File: config.mk
export PLATFORM = sky130hd
export DESIGN_NAME = rgb_led_sequencer
export DESIGN_NICKNAME = d
export VERILOG_FILES = /design/src/rtl/rgb_seq_pkg.sv /design/src/rtl/rgb_led_sequencer_btn_debounce.sv /design/src/rtl/rgb_led_sequencer.sv
export SDC_FILE = /design/constraint.sdc
export NUM_CORES = 1
export LEC_CHECK = 0
export BUFFER_PORTS_ARGS = -buffer_cell sky130_fd_sc_hd__buf_2
export CAP_MARGIN = 20
export CORE_ASPECT_RATIO = 0.7
export CORE_MARGIN = 4
export CORE_UTILIZATION = 49
export DETAILED_ROUTE_END_ITERATION = 10
export GPL_TIMING_DRIVEN = 0
export HOLD_SLACK_MARGIN = 0.1
export PLACE_DENSITY = 0.64
export SLEW_MARGIN = 15
export SYNTH_ARGS = -nofsm -noshare
export SYNTH_HDL_FRONTEND = slang
export SYNTH_HIERARCHICAL = 1
export SYNTH_SLANG_ARGS = --single-unit
export TNS_END_PERCENT = 1
File: constraint.sdc
create_clock -name CLK -period 6.6 [get_ports CLK]
set_input_delay 0.33 -clock CLK [delete_from_list [all_inputs] [get_ports CLK]]
set_output_delay 0.33 -clock CLK [all_outputs]
set_load 0.01 [all_outputs]
File: src/rtl/rgb_seq_pkg.sv
// Shared types and constants for the RGB LED sequencer: FSM states,
// the fixed eight-entry colour palette and the mode indicator encodings.
package rgb_seq_pkg;

    typedef enum logic [1:0] {
        ST_OFF    = 2'd0,
        ST_MANUAL = 2'd1,
        ST_AUTO   = 2'd2
    } state_t;

    localparam int N_COLORS = 8;
    localparam int IDX_BITS = 3;

    typedef struct packed {
        logic [7:0] r;
        logic [7:0] g;
        logic [7:0] b;
    } color_t;

    localparam logic [1:0] LED_OFF    = 2'b00;
    localparam logic [1:0] LED_MANUAL = 2'b01;
    localparam logic [1:0] LED_AUTO   = 2'b10;
    localparam logic [1:0] LED_PAUSED = 2'b11;

    // Palette order: black, red, green, blue, yellow, cyan, magenta, white.
    function automatic color_t palette(input logic [IDX_BITS-1:0] idx);
        color_t c;
        case (idx)
            3'd1:    c = '{r: 8'hFF, g: 8'h00, b: 8'h00};
            3'd2:    c = '{r: 8'h00, g: 8'hFF, b: 8'h00};
            3'd3:    c = '{r: 8'h00, g: 8'h00, b: 8'hFF};
            3'd4:    c = '{r: 8'hFF, g: 8'hFF, b: 8'h00};
            3'd5:    c = '{r: 8'h00, g: 8'hFF, b: 8'hFF};
            3'd6:    c = '{r: 8'hFF, g: 8'h00, b: 8'hFF};
            3'd7:    c = '{r: 8'hFF, g: 8'hFF, b: 8'hFF};
            default: c = '{r: 8'h00, g: 8'h00, b: 8'h00};
        endcase
        return c;
    endfunction

    // Palette index successor, wrapping from the last colour back to black.
    function automatic logic [IDX_BITS-1:0] next_idx(input logic [IDX_BITS-1:0] idx);
        return (idx == IDX_BITS'(N_COLORS - 1)) ? '0 : idx + 1'b1;
    endfunction

endpackage

File: src/rtl/rgb_led_sequencer_btn_debounce.sv
// Button conditioner: two-flop synchroniser, stable-time debounce and a
// single-cycle registered pulse when the debounced level rises.
module btn_debounce #(
    parameter int DB_CYC = 240000
) (
    input  logic clk,
    input  logic rst_n,
    input  logic btn,
    output logic press
);

    localparam int CNT_W = (DB_CYC > 1) ? $clog2(DB_CYC) : 1;

    logic             sync_1;
    logic             sync_2;
    logic             stable;
    logic [CNT_W-1:0] cnt;

    // Bring the asynchronous button into the clock domain.
    always_ff @(posedge clk or negedge rst_n) begin
        if (!rst_n) begin
            sync_1 <= 1'b0;
            sync_2 <= 1'b0;
        end else begin
            sync_1 <= btn;
            sync_2 <= sync_1;
        end
    end

    // Accept a new level only after it has persisted DB_CYC cycles; pulse on a rising accept.
    always_ff @(posedge clk or negedge rst_n) begin
        if (!rst_n) begin
            stable <= 1'b0;
            cnt    <= '0;
            press  <= 1'b0;
        end else begin
            press <= 1'b0;
            if (sync_2 == stable) begin
                cnt <= '0;
            end else if (cnt == CNT_W'(DB_CYC - 1)) begin
                stable <= sync_2;
                cnt    <= '0;
                press  <= sync_2;
            end else begin
                cnt <= cnt + 1'b1;
            end
        end
    end

endmodule

File: src/rtl/rgb_led_sequencer.sv
// RGB LED sequencer for the CMOD A7: debounced mode/act buttons drive an
// OFF/MANUAL/AUTO FSM that walks a colour palette shown on the RGB LED via PWM.
// Optional feature macro: RGB_SEQ_BREATHE_EN adds a triangle brightness ramp
// over each AUTO step period; without it duty is the raw palette value.
module rgb_led_sequencer
    import rgb_seq_pkg::*;
#(
    parameter int CLK_HZ      = 12_000_000,
    parameter int DEBOUNCE_MS = 20,
    parameter int STEP_MS     = 250,
    parameter int PWM_BITS    = 8
) (
    input  logic       CLK,
    input  logic       RESET_N,
    input  logic [1:0] BTN,
    output logic [1:0] LED,
    output logic       RGB0_Red,
    output logic       RGB0_Green,
    output logic       RGB0_Blue
);

    localparam int DB_CYC   = CLK_HZ / 1000 * DEBOUNCE_MS;
    localparam int STEP_CYC = CLK_HZ / 1000 * STEP_MS;
    localparam int STEP_W   = (STEP_CYC > 1) ? $clog2(STEP_CYC) : 1;

    logic                mode_press;
    logic                act_press;
    state_t              state;
    logic [IDX_BITS-1:0] idx;
    logic                paused;
    logic [STEP_W-1:0]   step_cnt;
    logic [PWM_BITS-1:0] pwm;
    color_t              color;
    logic [PWM_BITS-1:0] duty_r;
    logic [PWM_BITS-1:0] duty_g;
    logic [PWM_BITS-1:0] duty_b;

    btn_debounce #(.DB_CYC(DB_CYC)) u_mode_btn (
        .clk   (CLK),
        .rst_n (RESET_N),
        .btn   (BTN[1]),
        .press (mode_press)
    );

    btn_debounce #(.DB_CYC(DB_CYC)) u_act_btn (
        .clk   (CLK),
        .rst_n (RESET_N),
        .btn   (BTN[0]),
        .press (act_press)
    );

    // Mode FSM with palette index, AUTO dwell counter and the registered mode indicator.
    always_ff @(posedge CLK or negedge RESET_N) begin
        if (!RESET_N) begin
            state    <= ST_OFF;
            idx      <= '0;
            paused   <= 1'b0;
            step_cnt <= '0;
            LED      <= LED_OFF;
        end else begin
            case (state)
                ST_OFF: begin
                    if (mode_press) begin
                        state <= ST_MANUAL;
                        LED   <= LED_MANUAL;
                    end
                end
                ST_MANUAL: begin
                    if (mode_press) begin
                        state    <= ST_AUTO;
                        step_cnt <= '0;
                        paused   <= 1'b0;
                        LED      <= LED_AUTO;
                    end else if (act_press) begin
                        idx <= next_idx(idx);
                    end
                end
                ST_AUTO: begin
                    if (mode_press) begin
                        state <= ST_OFF;
                        LED   <= LED_OFF;
                    end else begin
                        if (!paused) begin
                            if (step_cnt == STEP_W'(STEP_CYC - 1)) begin
                                step_cnt <= '0;
                                idx      <= next_idx(idx);
                            end else begin
                                step_cnt <= step_cnt + 1'b1;
                            end
                        end
                        if (act_press) begin
                            paused <= !paused;
                            LED    <= paused ? LED_AUTO : LED_PAUSED;
                        end
                    end
                end
                default: begin
                    state <= ST_OFF;
                    LED   <= LED_OFF;
                end
            endcase
        end
    end

    // Free-running PWM phase shared by all three channels.
    always_ff @(posedge CLK or negedge RESET_N) begin
        if (!RESET_N) begin
            pwm <= '0;
        end else begin
            pwm <= pwm + 1'b1;
        end
    end

`ifdef RGB_SEQ_BREATHE_EN
    localparam int B_MAX = (1 << PWM_BITS) - 1;
    localparam int HALF  = (STEP_CYC / 2 > 0) ? STEP_CYC / 2 : 1;

    logic [PWM_BITS-1:0] bright;

    function automatic logic [PWM_BITS-1:0] ramp(input logic [STEP_W-1:0] pos);
        int p;
        int v;
        p = int'(pos);
        if (p < HALF) begin
            v = p * B_MAX / HALF;
        end else begin
            v = (STEP_CYC - 1 - p) * B_MAX / HALF;
        end
        if (v > B_MAX) begin
            v = B_MAX;
        end
        if (v < 0) begin
            v = 0;
        end
        return PWM_BITS'(v);
    endfunction

    function automatic logic [PWM_BITS-1:0] scale(input logic [7:0] ch,
                                                   input logic [PWM_BITS-1:0] b);
        return PWM_BITS'((int'(ch) * int'(b)) >> PWM_BITS);
    endfunction

    // Sample the triangle brightness once per PWM period while AUTO is running.
    always_ff @(posedge CLK or negedge RESET_N) begin
        if (!RESET_N) begin
            bright <= '0;
        end else if (state == ST_AUTO && !paused && pwm == '1) begin
            bright <= ramp(step_cnt);
        end
    end
`endif

    // Channel duty from the current palette entry; dark whenever the sequencer is off.
    always_comb begin
        color  = palette(idx);
        duty_r = '0;
        duty_g = '0;
        duty_b = '0;
        if (state != ST_OFF) begin
            duty_r = PWM_BITS'(color.r);
            duty_g = PWM_BITS'(color.g);
            duty_b = PWM_BITS'(color.b);
        end
`ifdef RGB_SEQ_BREATHE_EN
        if (state == ST_AUTO) begin
            duty_r = scale(color.r, bright);
            duty_g = scale(color.g, bright);
            duty_b = scale(color.b, bright);
        end
`endif
    end

    // Registered active-low channel drive: lit while the PWM phase is below the duty.
    always_ff @(posedge CLK or negedge RESET_N) begin
        if (!RESET_N) begin
            RGB0_Red   <= 1'b1;
            RGB0_Green <= 1'b1;
            RGB0_Blue  <= 1'b1;
        end else begin
            RGB0_Red   <= !(pwm < duty_r);
            RGB0_Green <= !(pwm < duty_g);
            RGB0_Blue  <= !(pwm < duty_b);
        end
    end

endmodule
==> results of run 1 <==
==> metal layers <==
metal | up-vias | track usage | wire length, um
li1 | 1823 | - | -
met1 | 1796 | 0.266 | 5050
met2 | 77 | 0.264 | 4290
met3 | 15 | 0.0494 | 392
met4 | 0 | 0.0634 | 130
met5 | - | 0 | 0
==> cell usage after synthesis (all sizes together) (4+ instances only) <==
library cell / count / area (um2)
a31oi: 21 / 146
and3: 7 / 48.8
nor3: 7 / 57.6
or3: 4 / 25.0
mux2: 6 / 75.1
buf: 6 / 38.8
or4b: 4 / 43.8
nand4: 18 / 143
o21ai: 21 / 105
nand3: 24 / 150
nor4: 8 / 80.1
mux2i: 4 / 40.0
and4: 12 / 111
clkbuf: 8 / 32.5
nor3b: 7 / 52.6
inv: 6 / 22.5
nor2: 51 / 196
a21oi: 21 / 113
a21o: 8 / 60.1
dfrtp: 82 / 2050
xor2: 16 / 140
nand2: 48 / 180
or4: 4 / 30.0
ha: 31 / 388
xnor2: 21 / 184
==> through the flow <==
stage	hold slack (ps)	cells	area, um2
final	351	635	5390
after global routing	356	635	5390
after global placement	338	617	5060
after CTS	354	635	5390
after floorplan	34.4	481	4860
after detailed placement	340	618	5090
==> cell type report <==
cell class / instances / area share
Buffer: 14 / 0.0132
Clock buffer: 12 / 0.0476
Clock inverter: 2 / 0.00186
Inverter: 6 / 0.00418
Multi-Input combinational cell: 376 / 0.489
Sequential cell: 85 / 0.395
Tap cell: 128 / 0.0297
Timing Repair Buffer: 12 / 0.0186
==> cell families after synthesis <==
group	Yosys count
AOI/OAI and AO/OA	91
buffers and inverters	20
muxes	10
xor gates and xnor gates	37
DFF	85
adders and majority gates	31
and+or+nand+nor	207
==> cell usage in the layout (no fill, tap or decap), types with 4 or more instances in the layout <==
cell	netlist	layout
sky130_fd_sc_hd__nor4_1	6	6
sky130_fd_sc_hd__nor3_1	5	5
sky130_fd_sc_hd__mux2_2	4	4
sky130_fd_sc_hd__and3_1	6	6
sky130_fd_sc_hd__buf_2	4	11
sky130_fd_sc_hd__dfrtp_1	82	82
sky130_fd_sc_hd__a21o_1	8	8
sky130_fd_sc_hd__clkbuf_16	0	9
sky130_fd_sc_hd__ha_1	31	31
sky130_fd_sc_hd__nand4_1	16	16
sky130_fd_sc_hd__xor2_1	16	16
sky130_fd_sc_hd__and4_1	9	9
sky130_fd_sc_hd__xnor2_1	21	21
sky130_fd_sc_hd__a21oi_1	19	19
sky130_fd_sc_hd__mux2i_1	4	4
sky130_fd_sc_hd__or4_1	4	4
sky130_fd_sc_hd__nor3b_1	7	7
sky130_fd_sc_hd__a31oi_1	20	20
sky130_fd_sc_hd__o21ai_0	18	18
sky130_fd_sc_hd__clkbuf_1	6	7
sky130_fd_sc_hd__nand2_1	48	48
sky130_fd_sc_hd__inv_1	6	6
sky130_fd_sc_hd__nor2_1	49	49
sky130_fd_sc_hd__nand3_1	21	21
sky130_fd_sc_hd__or3_1	4	4
==> state kept, by name (all words and copies together) (netlist names) <==
name               count
step_cnt              22
u_act_btn/cnt         18
u_mode_btn/cnt        18
pwm                    8
idx                    3
LED                    2
state                  2
RGB0_Blue              1
RGB0_Green             1
RGB0_Red               1
paused                 1
u_act_btn/press        1
u_act_btn/stable       1
u_act_btn/sync_1       1
u_act_btn/sync_2       1
u_mode_btn/press       1
u_mode_btn/stable      1
u_mode_btn/sync_1      1
u_mode_btn/sync_2      1
==> report_power, final <==
group / switching, W / leakage (nW) / internal, W / total [W]
sequential: 0.00000535 / 1.15 / 0.000526 / 0.000531
combinational: 0.0000171 / 1.00 / 0.00000834 / 0.0000255
clock: 0.000191 / 0.134 / 0.000270 / 0.000461
total: 0.000213 / 2.29 / 0.000804 / 0.00102
==> how the worst max path moves through the flow <==
stage	from	end
global placement	idx[0]	RGB0_Green
detailed placement	idx[0]	RGB0_Green
finish	idx[0]	RGB0_Red
global route	idx[0]	RGB0_Green
floorplan	idx[0]	RGB0_Green
CTS	idx[0]	RGB0_Green
==> results_tabular.tex, run 1 <==
\begin{tabular}{lr}
\hline
Metric & Value \\
\hline
\multicolumn{2}{l}{\textbf{Outcome}} \\
Outcome & finished, final reports clean \\
\multicolumn{2}{l}{\textbf{Yosys}} \\
Share of the yosys chip area belonging to registers & 0.438 \\
Synth Instances & 481 \\
Async S/R FF share, synth & 1.00 \\
Synthesized net count & roughly 520 \\
Area share of fa/ha/maj cells after synthesis & 0.0798 \\
Total standard cell area after synthesis & a little under 5000 um2 \\
Register bit total from synthesis & between 80 and 90 \\
Fraction of synthesized cell area in xor and xnor cells & 0.0666 \\
Synth Flop Type & sky130\_fd\_sc\_hd\_\_dfrtp\_1 \\
Post-Synthesis Mean Instance Area & $\sim$10 um2 \\
Yosys warning count & 6 \\
Combinational family with the most area after synthesis & simple AND/OR/NAND/NOR gates \\
Multiplexer share of the synthesized area & 0.0237 \\
Compound-cell area share of the yosys netlist & 0.121 \\
Number of synthesized flops with an enable pin & 0 \\
Count of different cell masters after synthesis & 61 \\
Simple logic cell fraction of the synthesized area & 0.251 \\
\multicolumn{2}{l}{\textbf{Worst setup path}} \\
Critical R2R Capture & RGB0\_Red \\
Endpoint arrival time on the critical path & a little under 3000 ps \\
Delay of the slowest cell on the worst path & around 420 ps \\
Worst reg-to-reg setup slack & between 3000 and 4000 ps \\
Count of buffer and inverter cells on the critical path & 1 \\
Chain of cells forming the critical path & inv\_1 -> ha\_1 -> nor3b\_1 -> o21bai\_1 -> o21ai\_0 -> ha\_1 -> a21o\_1 -> a21o\_1 -> a221oi\_1 -> o21ai\_0 \\
Top Family by Delay on Critical Path & compound AO/OA/AOI/OAI gates \\
Slowest CP cell & sky130\_fd\_sc\_hd\_\_dfrtp\_1 \\
CP Max Fanout & 7 \\
Critical Path Sink Type & register \\
Number of stages on the worst setup path & 10 \\
Type of origin of the critical path & register \\
Source of the worst register-to-register timing path & idx[0] \\
Count of cells along the worst register-to-register path & 10 \\
Type of the worst setup path & register to register \\
Required time of the critical path & approximately 7000 ps \\
\multicolumn{2}{l}{\textbf{CTS}} \\
Clock Path Buffers & 2 \\
Clock latency on the worst-skew pair & 340 ps \\
CTS H-tree lvls & 3 \\
Total of cells resized after clock tree synthesis & 0 \\
Clock Pin Slew Worst Setup and Hold Paths & 60 ps \\
CTS tree & yes \\
Number of clock sinks & between 80 and 90 \\
Cts-stage hold buffer count & 3 \\
Number of setup buffers added after CTS & 0 \\
Num CTS Buffers & 9 \\
Library cell used as clock root buffer & sky130\_fd\_sc\_hd\_\_clkbuf\_16 \\
\multicolumn{2}{l}{\textbf{Layout}} \\
Final standard cell utilization of the core & 0.556 \\
Number of fillers in the final layout & roughly 840 \\
Number of nets in the final layout & about 540 \\
Total area of multi-input combinational cells & 2640 um2 \\
Sequential cell area & between 2000 and 2500 um2 \\
Fraction of final layout cells with drive strength greater than 1 & 0.124 \\
Layout area overhead & 10.8\% \\
Antenna Diode Count & 0 \\
\multicolumn{2}{l}{\textbf{Die}} \\
Initial Utilization & 0.502 \\
CORE AREA & a little under 10000 um2 \\
Count of pins on the block boundary & 9 \\
Die area & 11600 um2 \\
Die span in y & 91.3 um \\
Die extent in x & 127 um \\
Row cnt & 30 \\
\multicolumn{2}{l}{\textbf{Global routing}} \\
Global-route wire length before repair & 17300 um \\
Remaining global-route overflow & 0 \\
Total routing resource utilization after global routing & 0.183 \\
Initial antenna violation count & 0 \\
Maximum number of pins on one net before global-route repair & 46 \\
Vias in the first global route & 3558 \\
\multicolumn{2}{l}{\textbf{Min path}} \\
WHS Path Cells & 0 \\
Hold Crit Class & register to register \\
Capture endpoint of the worst hold path & u\_mode\_btn/sync\_2 \\
HP Start & u\_mode\_btn/sync\_1 \\
\multicolumn{2}{l}{\textbf{Routing}} \\
Wire length per cell after detailed routing & roughly 16 um \\
Detail-routed via count per cell & a little under 6 \\
Number of remaining DRC errors & 0 \\
Final wirelength & approximately 10000 um \\
DRT iter0 DRCs & between 200 and 250 \\
Post-detailed-route count of antenna-violating nets & 0 \\
Via count & about 3700 \\
First-pass DRT Iterations & 5 \\
\multicolumn{2}{l}{\textbf{Power and ir drop}} \\
Max VDD drop & around 0.10 mV \\
Leakage power figure & approximately 2.3 nW \\
Total chip power & 0.00102 W \\
Total power divided by cell area & 189 nW/um2 \\
\multicolumn{2}{l}{\textbf{Timing}} \\
Worst Tran Pin Value & just under 900 ps \\
Peak clock frequency supported by timing & approximately 380 MHz \\
TNS Setup & 0 ps \\
Setup ws final & $\sim$4000 ps \\
Unrepaired setup endpoints after global routing & false \\
Worst slew slack as a fraction of its limit & 0.407 \\
Count of final setup violators & 0 \\
Clk\_skew & around 5.6 ps \\
Crit path time final & about 2600 ps \\
Number of hold violations in the final report & 0 \\
Number of max-slew violations in the final report & 0 \\
Final period utilization & 0.401 \\
\multicolumn{2}{l}{\textbf{Placement}} \\
Buffers added on ports & 8 \\
DPL Wire Length & 6950 um \\
Placer congestion estimate & between 0.8 and 0.9 \\
Post-Place Setup Slack & between 3000 and 4000 ps \\
\multicolumn{2}{l}{\textbf{Job}} \\
Max\_cap viols & 0 \\
\hline
\end{tabular}
No activity file was read; power rests on OpenSTA's default activity.
==> inputs of run 2 (changes only) <==
- PLACE_DENSITY: 0.64 -> 0.66
- clock period: 6.6 -> 2.17 ns (I/O delays scaled with it)
==> results_tabular.tex, run 2 (synthesis gave the netlist of run 1 again) <==
\begin{tabular}{lr}
\hline
Metric & Value \\
\hline
\multicolumn{2}{l}{\textbf{Outcome}} \\
Outcome & finished with violations \\
Violated checks & setup timing \\
\multicolumn{2}{l}{\textbf{Routing}} \\
Top routing layer in use & met4 \\
Sum of routed wire segments on met1 & 5040 um (-0.18\%) \\
Via count & 3836 (+3.4\%) \\
Routed length on met3 & 466 um (+19\%) \\
Detail-routed via count per cell & 5.93 (+1.5\%) \\
Detail Route met2 WL & 4480 um (+4.4\%) \\
Final wirelength & 10100 um (+2.4\%) \\
DRT iter0 DRCs & 300 (+21\%) \\
Wire length per cell after detailed routing & 15.6 um (+0.45\%) \\
Post-detailed-route count of antenna-violating nets & 0 (unchanged) \\
Number of remaining DRC errors & 0 (unchanged) \\
First-pass DRT Iterations & 5 (unchanged) \\
\multicolumn{2}{l}{\textbf{Timing}} \\
Worst Tran Pin Value & 785 ps (-96.0 ps) \\
Number of hold violations in the final report & 0 (unchanged) \\
Count of final setup violators & 5 (+5) \\
Peak clock frequency supported by timing & 451 MHz (+19\%) \\
Setup ws final & -47.7 ps (-4000 ps) \\
Unrepaired setup endpoints after global routing & true \\
Number of max-slew violations in the final report & 0 (unchanged) \\
Worst slew slack as a fraction of its limit & 0.473 (+0.0662) \\
Crit path time final & 2220 ps (-426 ps) \\
Clk\_skew & 3.37 ps (-2.21 ps) \\
Final period utilization & 1.02 (+0.621) \\
\multicolumn{2}{l}{\textbf{Die}} \\
Die extent in x & 127 um (unchanged) \\
Count of pins on the block boundary & 9 (unchanged) \\
Die span in y & 91.3 um (unchanged) \\
CORE AREA & 9680 um2 (unchanged) \\
Row cnt & 30 (unchanged) \\
Initial Utilization & 0.502 (unchanged) \\
Die area & 11600 um2 (unchanged) \\
\multicolumn{2}{l}{\textbf{CTS}} \\
CTS H-tree lvls & 3 (unchanged) \\
CTS tree & yes \\
Clock Path Buffers & 2 (unchanged) \\
Number of clock sinks & 85 (unchanged) \\
Num CTS Buffers & 9 (unchanged) \\
Clock Pin Slew Worst Setup and Hold Paths & 60 ps (about the same) \\
Clock latency on the worst-skew pair & 340 ps (about the same) \\
Library cell used as clock root buffer & sky130\_fd\_sc\_hd\_\_clkbuf\_16 \\
\multicolumn{2}{l}{\textbf{Layout}} \\
Antenna Diode Count & 0 (unchanged) \\
Commonest cells after routing, fill and taps aside & sky130\_fd\_sc\_hd\_\_dfrtp\_1, sky130\_fd\_sc\_hd\_\_nor2\_1, sky130\_fd\_sc\_hd\_\_nand2\_1, sky130\_fd\_sc\_hd\_\_ha\_1 \\
Largest register by flop count & step\_cnt \\
Final cell area excluding filler cells & 5680 um2 (+5.4\%) \\
Sequential cell area & 2130 um2 (+0.18\%) \\
Finished Layout Cells & 647 (+1.9\%) \\
Largest registers & step\_cnt x22, u\_act\_btn/cnt x18, u\_mode\_btn/cnt x18 \\
Number of nets in the final layout & 549 (+1.9\%) \\
Number of fillers in the final layout & 821 (-2.4\%) \\
Layout area overhead & 16.8\% \\
Most common cell after layout, fill and taps aside & sky130\_fd\_sc\_hd\_\_dfrtp\_1 \\
Total area of multi-input combinational cells & 2800 um2 (+6.1\%) \\
Fraction of final layout cells with drive strength greater than 1 & 0.193 (+0.0684) \\
Max reg flops & 22 (unchanged) \\
\multicolumn{2}{l}{\textbf{Placement}} \\
Placer congestion estimate & 0.838 (+0.89\%) \\
Total instance count after detailed placement & 618 (unchanged) \\
Area of placed instances & 5100 um2 (about the same) \\
Buffers added on ports & 8 (unchanged) \\
DPL Wire Length & 6750 um (-2.8\%) \\
\multicolumn{2}{l}{\textbf{Global routing}} \\
Maximum number of pins on one net before global-route repair & 45 (-2.2\%) \\
Global-route wire length before repair & 17800 um (+3.3\%) \\
Total routing resource utilization after global routing & 0.186 (+0.00299) \\
Vias in the first global route & 3739 (+5.1\%) \\
Initial antenna violation count & 0 (unchanged) \\
Remaining global-route overflow & 0 (unchanged) \\
\multicolumn{2}{l}{\textbf{Job}} \\
Max\_cap viols & 0 (unchanged) \\
\multicolumn{2}{l}{\textbf{Worst setup path}} \\
CP Max Fanout & 5 (-2) \\
Endpoint arrival time on the critical path & 2470 ps (-430 ps) \\
Required time of the critical path & 2420 ps (-4430 ps) \\
Delay of the slowest cell on the worst path & 460 ps (+40 ps) \\
Type of the worst setup path & register to register \\
Chain of cells forming the critical path & ha\_2 -> ha\_4 -> o21bai\_2 -> o21ai\_4 -> ha\_1 -> a21o\_1 -> a21o\_1 -> a221oi\_2 -> o21ai\_1 \\
Critical Path Sink Type & register \\
Slowest CP cell & sky130\_fd\_sc\_hd\_\_dfrtp\_2 \\
Type of origin of the critical path & register \\
Worst path most repeated cell & sky130\_fd\_sc\_hd\_\_a21o\_1 \\
\multicolumn{2}{l}{\textbf{Power and ir drop}} \\
Max VDD drop & 0.429 mV (+310\%) \\
Total chip power & 0.00328 W (+220\%) \\
Total power divided by cell area & 577 nW/um2 (+210\%) \\
Leakage power figure & 2.37 nW (+3.7\%) \\
\multicolumn{2}{l}{\textbf{Min path}} \\
Hold Crit Class & input port to async pin \\
\hline
\end{tabular}
-- run 2: worst paths after layout --
path,to,slack [ps],cells after the start,from
max in group asynchronous,RGB0_Green,1210,3,RESET_N
min in group CLK,u_mode_btn/sync_2,350,0,u_mode_btn/sync_1
worst max-delay path,RGB0_Green,-50,9,idx[0]
worst min-delay path,idx[0],310,2,RESET_N
worst min register to register,u_mode_btn/sync_2,350,0,u_mode_btn/sync_1
worst max register to register,RGB0_Green,-50,9,idx[0]
-- run 2: critical path, delay by kind of cell, from the launching register on --
kind,cells,cell delay [ps]
DFF,1,460
adders and majority gates,3,670
AOI/OAI and AO/OA,6,990
-- run 2: what timing repair did --
| item | in CTS | in global routing |
|---|---|---|
| hold buffers | 3 | 0 |
| setup buffers | 8 | 2 |
| resized for setup | 20 | 16 |
| endpoints found under the setup margin | 9 | 19 |
| hold endpoints to repair | 42 | 0 |
| pin swaps | 9 | 3 |
-- run 2: metrics by stage --
step	hold WS [ps]	TNS [ps]	utilization	setup WS [ps]
6_report	309	-168	0.587	-47.7
2_1_floorplan	-187	-115	-	-115
5_1_grt	365	-944	0.587	-144
3_3_place_gp	221	-525	0.523	-283
3_5_place_dp	144	-742	0.526	-401
4_1_cts	330	-12.3	0.576	-12.3
-- run 2: final cells by class --
cell class                 instances  share of cell area
timing repair buffer              22              0.0308
buffer                            14              0.0130
inverter                           6             0.00441
clock inverter                     3             0.00749
clock buffer                      13              0.0476
multi-input combinational        376               0.493
sequential                        85               0.376
tap                              128              0.0282
-- run 2: routing by layer --
layer / up-vias / global-route usage
met2: 83 / 0.274
met1: 1894 / 0.270
met3: 13 / 0.0541
met4: 0 / 0.0464
li1: 1846 / -
met5: - / 0
-- run 2: power by group --
group | internal, W | switching, W | total (W)
Clock | 0.000984 | 0.000600 | 0.00158
Combinational | 0.0000256 | 0.0000519 | 0.0000774
Sequential | 0.00160 | 0.0000159 | 0.00161
